$ cat src/rtl/aucohl_uart_rx.sv
// aucohl_uart_rx: oversampling UART receive framer driving the RX FIFO write port.
// Define AUCOHL_UART_RX_PARITY_EN to build the optional parity state and checker.
module aucohl_uart_rx #(
    parameter int unsigned DW = 8
) (
    input  logic          clk,
    input  logic          rst_n,
    input  logic          en,
    input  logic          rx,
    input  logic [15:0]   prescaler,
    input  logic          parity_en,
    input  logic          parity_odd,
    input  logic          fifo_full,
    output logic [DW-1:0] wdata,
    output logic          wr,
    output logic          frame_err,
    output logic          parity_err,
    output logic          overrun_err,
    output logic          busy
);

    typedef enum logic [2:0] {
        IDLE,
        START,
        DATA,
`ifdef AUCOHL_UART_RX_PARITY_EN
        PARITY,
`endif
        STOP,
        WAIT_HIGH
    } state_t;

    localparam logic [3:0] LAST_BIT = 4'(DW - 1);

    state_t        state, state_n;
    logic          rx_meta, rxs;
    logic [15:0]   pcnt;
    logic [3:0]    sc;
    logic [3:0]    bit_idx;
    logic [DW-1:0] shreg;
    logic          par_bad;
    logic          tick, sample, detect;
    logic          wr_n, ferr_n, perr_n, oerr_n;

    assign tick   = (pcnt == '0);
    assign sample = tick && (sc == 4'd7);

    always_ff @(posedge clk or negedge rst_n) begin
        if (!rst_n) begin
            rx_meta <= 1'b1;
            rxs     <= 1'b1;
        end else begin
            rx_meta <= rx;
            rxs     <= rx_meta;
        end
    end

    always_ff @(posedge clk or negedge rst_n) begin
        if (!rst_n) state <= IDLE;
        else        state <= state_n;
    end

    always_comb begin
        state_n = state;
        detect  = 1'b0;
        wr_n    = 1'b0;
        ferr_n  = 1'b0;
        perr_n  = 1'b0;
        oerr_n  = 1'b0;
        if (!en) begin
            state_n = IDLE;
        end else begin
            case (state)
                IDLE: if (!rxs) begin
                    state_n = START;
                    detect  = 1'b1;
                end
                START: if (sample) state_n = rxs ? IDLE : DATA;
                DATA: if (sample && bit_idx == LAST_BIT) begin
`ifdef AUCOHL_UART_RX_PARITY_EN
                    state_n = parity_en ? PARITY : STOP;
`else
                    state_n = STOP;
`endif
                end
`ifdef AUCOHL_UART_RX_PARITY_EN
                PARITY: if (sample) state_n = STOP;
`endif
                // Stop is judged at mid-bit; its second half is not waited out.
                STOP: if (sample) begin
                    if (!rxs) begin
                        ferr_n  = 1'b1;
                        state_n = WAIT_HIGH;
                    end else begin
                        state_n = IDLE;
                        if (par_bad)        perr_n = 1'b1;
                        else if (fifo_full) oerr_n = 1'b1;
                        else                wr_n   = 1'b1;
                    end
                end
                WAIT_HIGH: if (rxs) state_n = IDLE;
                default: state_n = IDLE;
            endcase
        end
    end

    always_ff @(posedge clk or negedge rst_n) begin
        if (!rst_n) begin
            pcnt    <= '0;
            sc      <= '0;
            bit_idx <= '0;
            shreg   <= '0;
        end else begin
            if (detect) begin
                pcnt <= prescaler;
                sc   <= '0;
            end else begin
                pcnt <= tick ? prescaler : pcnt - 16'd1;
                if (tick) sc <= sc + 4'd1;
            end
            if (state == START && sample) bit_idx <= '0;
            if (state == DATA && sample) begin
                shreg   <= {rxs, shreg[DW-1:1]};
                bit_idx <= bit_idx + 4'd1;
            end
        end
    end

`ifdef AUCOHL_UART_RX_PARITY_EN
    always_ff @(posedge clk or negedge rst_n) begin
        if (!rst_n)                      par_bad <= 1'b0;
        else if (detect)                 par_bad <= 1'b0;
        else if (state == PARITY && sample)
            par_bad <= rxs ^ (^shreg) ^ parity_odd;
    end
`else
    logic unused_parity;
    assign par_bad       = 1'b0;
    assign unused_parity = parity_en ^ parity_odd;
`endif

    // wdata is only driven alongside wr so idle/aborted states read as zero.
    always_ff @(posedge clk or negedge rst_n) begin
        if (!rst_n) begin
            wdata       <= '0;
            wr          <= 1'b0;
            frame_err   <= 1'b0;
            parity_err  <= 1'b0;
            overrun_err <= 1'b0;
            busy        <= 1'b0;
        end else begin
            wdata       <= wr_n ? shreg : '0;
            wr          <= wr_n;
            frame_err   <= ferr_n;
            parity_err  <= perr_n;
            overrun_err <= oerr_n;
            busy        <= (state_n != IDLE);
        end
    end

endmodule

$ cat config.mk
export PLATFORM = sky130hd
export DESIGN_NAME = aucohl_uart_rx
export DESIGN_NICKNAME = d
export VERILOG_FILES = /design/src/rtl/aucohl_uart_rx.sv
export SDC_FILE = /design/constraint.sdc
export NUM_CORES = 1
export LEC_CHECK = 0
export BUFFER_PORTS_ARGS = -buffer_cell sky130_fd_sc_hd__clkbuf_2
export CAP_MARGIN = 10
export CORE_MARGIN = 5
export CORE_UTILIZATION = 50
export DETAILED_ROUTE_END_ITERATION = 7
export HOLD_SLACK_MARGIN = 0.02
export PLACE_DENSITY = 0.69
export SKIP_LAST_GASP = 1
export SYNTH_ARGS = -nofsm -noshare
export SYNTH_HDL_FRONTEND = slang
export SYNTH_SLANG_ARGS = --single-unit
export TNS_END_PERCENT = 5
$ cat constraint.sdc
create_clock -name clk -period 4.4 [get_ports clk]
set_input_delay 0.88 -clock clk [delete_from_list [all_inputs] [get_ports clk]]
set_output_delay 0.88 -clock clk [all_outputs]
set_load 0.01 [all_outputs]
==> metrics.yaml <==
synthesis:
  yosysTopAreaCell: "dfrtp_1"
  synth_edf_count: 0
  synth.area.top_cells: "dfrtp_1 53%, nor2_1 5.5%, mux2_2 4.5%, xnor2_1 3.9%, a21oi_1 3.1%"
  yosysWarnings: 0
  synthFlopType: "dfrtp_1"
  ys_seq_elements: 49
  synth_area_um2: 2240
  syn-instance-count: 210
  syn_nets: 236
  synth-async-reset-ratio_pct: 100
  ys_seq_area_share_pct: 54.9
  synth_cell_type_count: 42
  yosys.area.top_type_share_pct: 52.6
  avgSynthCellArea_um2: 10.7
placed_design:
  place_congestion: 0.771
  port_buffers: 32
  postPlaceCellArea_um2: 2450
  place_hpwl_um: 2780
  pre_cts_slack_ps: 1540
  placed_cells: 289
pwr:
  clockPowerShare_pct: 32.2
  p_int_uw: 726
  powerDensity_nw_per_um2: 383
  p_leak_nw: 1.20
  swShare_pct: 25.8
  ir_worst_vdd_uv: 430
  pwr-share-seq_pct: 55.3
  comb_power_share_pct: 12.5
  p_switching_uw: 253
route:
  wire_per_inst_um: 12.9
  wl_um: 3830
  drt_first_pass_iters: 4
  ant_nets: 0
  drcViolationCount: 0
  avgViaCountPerCell: 5.23
  via_count: 1554
  drt-initial-drc-count: 71
setup_path:
  worstPathMaxFanout: 10
  worst_ep_required_time_ps: 4640
  rrSetupSlack_ps: 1520
  r2r_cells: 7
  rr_startpoint: "pcnt[0]"
  worst_setup_path_start_kind: "register"
  crit_path_end_kind: "register"
  timing.rr.end: "wdata[4]"
  cpPeakStageDelay_ps: 630
  path_cells: "inv_1 > ha_1 > or4b_1 > nor4_4 > nand3_1 > nor3b_2 > and2_1"
  path_class: "register to register"
  critPathArrivalTime_ps: 3120
  cpMaxStageDelayCell: "nor4_4"
final_layout:
  stdcell_count: 297
  stdcell_area_um2: 2560
  insertedDiodeCount: 0
  drive_gt1_share_pct: 22.9
  layout_common_cells: "47 x dfrtp_1, 32 x nor2_1, 32 x clkbuf_2, 14 x a21oi_1, 11 x nand2_1"
  synthToLayoutAreaGrowth_pct: 14.3
  final_common_cell: "dfrtp_1"
  nets: 270
sta:
  finalSetupViolCount: 0
  worst_pin_slew_ps: 1080
  setup_tns_ps: 0
  finalHoldViolCount: 0
  rsz0062_at_grt: "false"
  slew_headroom_pct: 27.8
  finalMaxSlewViolations: 0
  fin_crit_ps: 2880
  layout_setup_ws_ps: 1520
  timing.final.crit_share_pct: 65.6
  hold_slack_ps: 357
  max_freq_mhz: 347
  finClkSkew_ps: 3.73
floorplanning:
  fp.dieW_um: 76.9
  coreArea_um2: 4350
  io_pins: 36
  start_util_pct: 51.4
  dieArea_um2: 5910
  rows: 24
  die_y_um: 76.9
global_route:
  grt_overflow: 0
  grt_usage_pct: 14.9
  grt_start_max_net_pins: 37
  grt_pass1_vias: 1569
  grt_pass1_wl_um: 7160
  antenna_found_initial: 0
min_path:
  worst_hold_path.endpoint: "rxs"
  hp-class: "register to register"
  worstHoldPathCells: 0
  hold_start: "rx_meta"
cts:
  cts_sinks: 49
  cts_root_buffer: "clkbuf_8"
  cts.clk_slew.worst_paths_ps: 90
  cts.hold.buffers_added: 0
  htreeDepth: 2
  cts_setup_buffers: 0
  cts_buffers: 5
  cts_tree: "built"
  clk_latency_ps: 300
  cts_buffer_depth: 2
  cts-resized-gates: 0
flow_run:
  maxCapViolCount: 0
run_status:
  status: "finished, final reports clean"
-- per-stage QoR --
step / util, % / total power, mW
detailed placement: 56.2 / 0.673
finish: 58.7 / 0.979
CTS: 58.7 / 0.991
floorplan: - / 0.633
global route: 58.7 / 1.04
global placement: 56.2 / 0.670
-- worst max-delay path by stage --
| stage | from | end | slack, ps |
|---|---|---|---|
| 6_report | pcnt[0] | wdata[4] | 1520 |
| 5_1_grt | pcnt[0] | wdata[5] | 1270 |
| 4_1_cts | pcnt[0] | wdata[7] | 1510 |
| 3_5_place_dp | pcnt[0] | wdata[7] | 1540 |
| 3_3_place_gp | pcnt[0] | wdata[7] | 1590 |
| 2_1_floorplan | pcnt[0] | bit_idx[2] | 1960 |
-- logic make-up (layout without fill, tap and decap cells) --
logic type / count (synthesis) / count (layout) / share of synthesized area [%]
adders and majority gates: 3 / 3 / 1.68
AOI/OAI and AO/OA: 29 / 29 / 7.89
DFF: 49 / 49 / 54.9
muxes: 11 / 11 / 5.43
and+or+nand+nor: 91 / 91 / 21.8
other: 1 / 1 / 0.168
xor gates and xnor gates: 16 / 16 / 6.26
buffers and inverters: 10 / 45 / 1.85
-- worst max-delay path: cells and delay by family (launching register included) --
| kind | cells | cell delay [ps] |
|---|---|---|
| fa+ha+maj | 1 | 220 |
| simple gates | 5 | 2110 |
| flops | 1 | 410 |
| buf+inv | 1 | 80 |
-- final cells by class --
cell class / instances / area [µm²]
sequential: 49 / 1230
multi-input combinational: 151 / 970
inverter: 4 / 15.0
clock buffer: 6 / 72.6
clock inverter: 2 / 38.8
tap: 52 / 65.1
timing repair buffer: 33 / 168
fill: 389 / 1800
-- power groups by stage --
stage | logic (mW) | clock network, mW | registers (mW)
final | 0.122 | 0.316 | 0.541
after global routing | 0.140 | 0.348 | 0.549
after CTS | 0.125 | 0.325 | 0.541
after detailed placement | 0.124 | 0 | 0.549
after global placement | 0.122 | 0 | 0.548
after floorplan | 0.0935 | 0 | 0.539
-- synth_stat cells, types with 2 or more instances --
cell type and n:
dfrtp_1 47, nor2_1 33, a21oi_1 14, nand2_1 11, xnor2_1 10, mux2_2 9, and2_1 8, nor3_1 7
xor2_1 6, clkbuf_1 5, o21ai_0 5, inv_1 4, nand3_1 4, nand4_1 4, ha_1 3, nor2b_1 3
nor3b_1 3, nor4_1 3, or4_1 3, a21boi_0 2, and3_1 2, dfstp_2 2, mux2i_1 2, or3_1 2
-- state kept, by name (all words and copies together), names as in the netlist --
register     flops
pcnt            16
shreg            8
wdata            8
bit_idx          4
sc               4
state            3
busy             1
frame_err        1
overrun_err      1
rx_meta          1
rxs              1
wr               1
-- per-layer routing --
| layer | track usage [%] | vias to the layer above | routed length [µm] |
|---|---|---|---|
| met4 | 5.24 | 0 | 63 |
| met3 | 4.68 | 5 | 206 |
| li1 | - | 793 | - |
| met2 | 23.9 | 29 | 1850 |
| met5 | 0 | - | 0 |
| met1 | 18.9 | 727 | 1710 |
No activity file was read; power rests on OpenSTA's default activity.
